### config.mk
export PLATFORM = sky130hd
export DESIGN_NAME = alu_mp_seq
export DESIGN_NICKNAME = d
export VERILOG_FILES = /design/src/rtl/alu_mp_seq.sv
export SDC_FILE = /design/constraint.sdc
export NUM_CORES = 1
export LEC_CHECK = 0
export CAP_MARGIN = 20
export CORE_ASPECT_RATIO = 0.8
export CORE_UTILIZATION = 48
export CTS_CLUSTER_DIAMETER = 200
export DETAILED_ROUTE_END_ITERATION = 8
export GPL_TIMING_DRIVEN = 0
export HOLD_SLACK_MARGIN = 0.06
export PLACE_DENSITY = 0.81
export SLEW_MARGIN = 20
export SYNTH_ARGS = -nofsm -noshare
export SYNTH_HDL_FRONTEND = slang
export SYNTH_SLANG_ARGS = --single-unit
### constraint.sdc
create_clock -name clk -period 3.9 [get_ports clk]
set_input_delay 0.78 -clock clk [delete_from_list [all_inputs] [get_ports clk]]
set_output_delay 0.78 -clock clk [all_outputs]
set_load 0.005 [all_outputs]
### src/rtl/alu_mp_seq.sv
// Multi-precision add/subtract sequencer stepping one N-bit alu slice per cycle, LSB slice first.
// Optional abort input enabled by defining ALU_MP_SEQ_ABORT_EN.

package alu_pkg;
    typedef enum logic [2:0] {
        ALU_ADD,
        ALU_SUB,
        ALU_AND,
        ALU_OR,
        ALU_XOR,
        ALU_PASS
    } alu_op_e;
endpackage

module alu
    import alu_pkg::*;
#(
    parameter int unsigned n = 8
) (
    input  alu_op_e        op,
    input  logic [n-1:0]   a,
    input  logic [n-1:0]   b,
    input  logic           cin,
    output logic [n-1:0]   out,
    output logic           cout,
    output logic           overflow,
    output logic           zero
);
    logic [n:0] sum;

    always_comb begin
        sum      = '0;
        out      = '0;
        cout     = 1'b0;
        overflow = 1'b0;
        case (op)
            ALU_ADD: begin
                sum      = {1'b0, a} + {1'b0, b} + {{n{1'b0}}, cin};
                out      = sum[n-1:0];
                cout     = sum[n];
                overflow = (a[n-1] == b[n-1]) && (out[n-1] != a[n-1]);
            end
            ALU_SUB: begin
                // cin is a borrow-in: a + ~b + (1 - cin)
                sum      = {1'b0, a} + {1'b0, ~b} + {{n{1'b0}}, ~cin};
                out      = sum[n-1:0];
                cout     = sum[n];
                overflow = (a[n-1] != b[n-1]) && (out[n-1] != a[n-1]);
            end
            ALU_AND:  out = a & b;
            ALU_OR:   out = a | b;
            ALU_XOR:  out = a ^ b;
            ALU_PASS: out = a;
            default:  out = '0;
        endcase
        zero = (out == '0);
    end
endmodule

module alu_mp_seq
    import alu_pkg::*;
#(
    parameter int unsigned N     = 8,
    parameter int unsigned WORDS = 4
) (
    input  logic                 clk,
    input  logic                 rst_n,
`ifdef ALU_MP_SEQ_ABORT_EN
    input  logic                 abort,
`endif
    input  logic                 start,
    input  logic                 sub,
    input  logic                 cin,
    input  logic [N*WORDS-1:0]   a,
    input  logic [N*WORDS-1:0]   b,
    output logic                 ready,
    output logic                 busy,
    output logic                 done,
    output logic [N*WORDS-1:0]   result,
    output logic                 cout,
    output logic                 overflow,
    output logic                 sign,
    output logic                 zero
);
    localparam int unsigned W  = N * WORDS;
    localparam int unsigned KW = (WORDS > 1) ? $clog2(WORDS) : 1;
    localparam logic [KW-1:0] KLAST = KW'(WORDS - 1);

    typedef enum logic [1:0] {IDLE, RUN, DONE} state_e;
    state_e state, state_nxt;

    logic [W-1:0]  a_r, b_r, acc, acc_nxt;
    logic          sub_r, cin_r, carry, zacc;
    logic [KW-1:0] k;

    logic [N-1:0]  slice_a, slice_b, slice_out;
    logic          slice_cin, slice_cout, slice_ovf, slice_zero;
    logic          accept, last, kill;

`ifdef ALU_MP_SEQ_ABORT_EN
    assign kill = abort && (state == RUN);
`else
    assign kill = 1'b0;
`endif

    assign accept = start && (state != RUN);
    assign last   = (k == KLAST);

    // Subtraction is folded into an add: invert B and convert borrow-in to carry-in.
    assign slice_a   = a_r[k*N +: N];
    assign slice_b   = b_r[k*N +: N] ^ {N{sub_r}};
    assign slice_cin = (k == '0) ? (cin_r ^ sub_r) : carry;

    alu #(.n(N)) u_alu (
        .op       (ALU_ADD),
        .a        (slice_a),
        .b        (slice_b),
        .cin      (slice_cin),
        .out      (slice_out),
        .cout     (slice_cout),
        .overflow (slice_ovf),
        .zero     (slice_zero)
    );

    always_comb begin
        acc_nxt              = acc;
        acc_nxt[k*N +: N]    = slice_out;
    end

    always_ff @(posedge clk or negedge rst_n) begin
        if (!rst_n) state <= IDLE;
        else        state <= state_nxt;
    end

    always_comb begin
        state_nxt = state;
        ready     = 1'b0;
        busy      = 1'b0;
        done      = 1'b0;
        case (state)
            IDLE: begin
                ready = 1'b1;
                if (start) state_nxt = RUN;
            end
            RUN: begin
                busy = 1'b1;
                if (kill)      state_nxt = IDLE;
                else if (last) state_nxt = DONE;
            end
            DONE: begin
                ready     = 1'b1;
                done      = 1'b1;
                state_nxt = start ? RUN : IDLE;
            end
            default: state_nxt = IDLE;
        endcase
    end

    always_ff @(posedge clk or negedge rst_n) begin
        if (!rst_n) begin
            a_r      <= '0;
            b_r      <= '0;
            sub_r    <= 1'b0;
            cin_r    <= 1'b0;
            k        <= '0;
            acc      <= '0;
            carry    <= 1'b0;
            zacc     <= 1'b0;
            result   <= '0;
            cout     <= 1'b0;
            overflow <= 1'b0;
            sign     <= 1'b0;
            zero     <= 1'b0;
        end else if (accept) begin
            a_r   <= a;
            b_r   <= b;
            sub_r <= sub;
            cin_r <= cin;
            k     <= '0;
            zacc  <= 1'b1;
        end else if (kill) begin
            k <= '0;
        end else if (state == RUN) begin
            acc   <= acc_nxt;
            carry <= slice_cout;
            zacc  <= zacc & slice_zero;
            if (last) begin
                k        <= '0;
                result   <= acc_nxt;
                cout     <= slice_cout;
                overflow <= slice_ovf;
                sign     <= acc_nxt[W-1];
                zero     <= zacc & slice_zero;
            end else begin
                k <= k + 1'b1;
            end
        end
    end
endmodule

==> results.yml <==
finish:
  fill_cells: 968
  seqCellArea_mm2: 0.00348
  multiInputGateArea_mm2: 0.00272
  syn2layout_area_growth_pct: 31.9
  final_nets: 704
  design_area_mm2: 0.00835
  final_common_cell: "dfrtp_1"
  diodes: 0
  final_cell_mix: "dfrtp_1, clkdlybuf4s50_1, mux2_2"
  drive_gt1_frac: 0.221
synth:
  yosysWarnings: 0
  synth_ff_type: "dfrtp_1"
  yosys_register_bits: 139
  syn_area_mm2: 0.00633
  yosysSeqAreaShare: 0.550
  ys_types: 45
  async_flop_share: 1.00
  synth_edf_count: 0
  syn_nets: 575
  synthCells: 492
  synth.avg_cell_area_um2: 12.9
clock_network:
  cts_tree: "done"
  clk_pin_slew_ns: 0.06
  cts.sinks: 139
  root_buffer: "clkbuf_16"
  cts_buffers: 17
  htreeDepth: 4
  clock_path_buffers: 2
  clock_latency_ns: 0.42
die:
  die_x_um: 130
  rows: 37
  die_h_um: 105
  initial_core_util: 0.492
  die_area_mm2: 0.0137
  num_io_pins: 108
  design.core.area_mm2: 0.0129
detailed_routing:
  wire_per_inst_um: 19.2
  via_per_inst: 5.74
  post-route-drc-count: 0
  wirelength_um: 15600
  drt-initial-drc-count: 292
  firstDrtPassIters: 6
  vias: 4641
  ant_nets: 0
setup_path:
  slowest_delay_ns: 0.59
  rr_worst_depth: 10
  crit_fanout: 10
  crit_top_cell: "buf_6"
  crit_type: "reg -> reg"
  worst_setup_path_start_kind: "register"
  cp_cell_sequence: "buf_6, buf_6, mux4_2, fa_1, a211oi_4, nor4b_2, or3_1, buf_2, a2111o_1, o31ai_1"
  reg2reg_slack_ns: 0.17
  worst_path_max_delay_cell: "mux4_2"
  setup.worst_path.start: "k[0]$_DFFE_PN0P_"
  cp.arrival_ns: 4.05
  r2r-end: "zacc$_DFFE_PN0P_"
  critPathCaptureType: "register"
  cp.required_ns: 4.21
  reg2reg_from: "k[0]$_DFFE_PN0P_"
hold_path:
  min_path_type: "in -> async"
placement:
  placed_cell_area_mm2: 0.00765
  place_congestion: 0.884
  io_buffers: 107
  hpwl_um: 10900
global_route:
  antenna_found_initial: 0
  grt_usage: 0.251
  grt-ovfl-total: 0
  grt_max_degree: 72
  grt_pass1_wl_um: 25500
  grt_pass1_vias: 4984
timing:
  setup_viol: 0
  slew_headroom: 0.381
  period_needed_ns: 3.73
  fin_crit_sh: 0.958
  rsz0062_at_grt: "no"
  worst_pin_slew_ns: 0.926
  finalMaxSlewViolations: 0
  max_freq_mhz: 268
  skew_ns: 0.00861
  hold_violations: 0
run:
  drv_cap: 0
run_status:
  status: "completed"
## layout make-up
cell class	instances	share of cell area
clock buffer	22	0.0568
inverter	15	0.00675
sequential	139	0.417
timing repair buffer	111	0.135
tap	175	0.0262
multi-input combinational	309	0.325
buffer	28	0.0165
clock inverter	10	0.0165
## timing repair
item                       in CTS  in global routing
gates resized for setup        11                  6
setup buffers                   3                  0
hold buffers                    0                  0
setup endpoints to repair      56                 25
## cell families after synthesis
| logic type | share of synthesized area |
|---|---|
| AOI/OAI and AO/OA | 0.139 |
| xor gates and xnor gates | 0.0180 |
| adders and majority gates | 0.0300 |
| buffers and inverters | 0.0281 |
| DFF | 0.550 |
| muxes | 0.174 |
| and+or+nand+nor | 0.0609 |
## per-layer routing
metal,share of wire,global-route usage,wire (um)
met1,0.44,0.332,6780
met2,0.50,0.405,7800
met3,0.051,0.0584,790
met4,0.013,0.0829,202
met5,0,0,0
## critical path: cells and delay by family, from the launching register on
family / cells / cell delay, ns
simple gates: 2 / 0.44
compound gates: 3 / 1.04
flops: 1 / 0.44
buf+inv: 3 / 0.62
fa+ha+maj: 1 / 0.50
mux: 1 / 0.59
## state kept, by name (all words and copies together), names as in the netlist, 2 cells and up
signal,flops
a_r,32
acc,32
b_r,32
result,32
k,2
state,2
## metrics by stage
stage | hold WS [ns] | util | setup slack (ns) | instances | setup TNS [ns]
after floorplan | 0.466 | - | 0.282 | 492 | 0
after global placement | 0.461 | 0.592 | -3.07 | 774 | -444.77
after CTS | 0.331 | 0.647 | 0.0108 | 809 | 0
after global routing | 0.349 | 0.649 | 0.00920 | 809 | 0
after detailed placement | 0.470 | 0.595 | -0.864 | 775 | -25.32
final | 0.304 | 0.649 | 0.166 | 809 | 0
## synthesized netlist by cell type, types with 3 or more instances
cell | n | area, um^2
a32oi_1 | 8 | 70.1
buf_2 | 7 | 35.0
a22o_1 | 32 | 280
o31ai_1 | 6 | 45.0
mux4_2 | 16 | 360
nor2_1 | 13 | 48.8
nand2b_1 | 3 | 18.8
dfrtp_1 | 139 | 3480
inv_1 | 14 | 52.6
ha_1 | 12 | 150
xor2_1 | 11 | 96.3
clkbuf_1 | 20 | 75.1
or3_1 | 3 | 18.8
nor4_2 | 3 | 37.5
a21oi_1 | 7 | 35.0
nand2_1 | 43 | 161
and2_1 | 4 | 25.0
o21ai_0 | 33 | 165
o21ai_1 | 3 | 15.0
mux2_2 | 66 | 743
a22oi_1 | 23 | 173
## worst max-delay path by stage
stage,to,cells after the start
floorplan,zacc$_DFFE_PN0P_,13
global placement,b_r[17]$_DFFE_PN0P_,1
detailed placement,result[22]$_DFFE_PN0P_,15
CTS,zacc$_DFFE_PN0P_,13
global route,zacc$_DFFE_PN0P_,13
finish,zacc$_DFFE_PN0P_,10
Power is left out: the tool's default activity adds up to more than one toggle a clock period on the data nets, which glitch-free logic cannot reach.
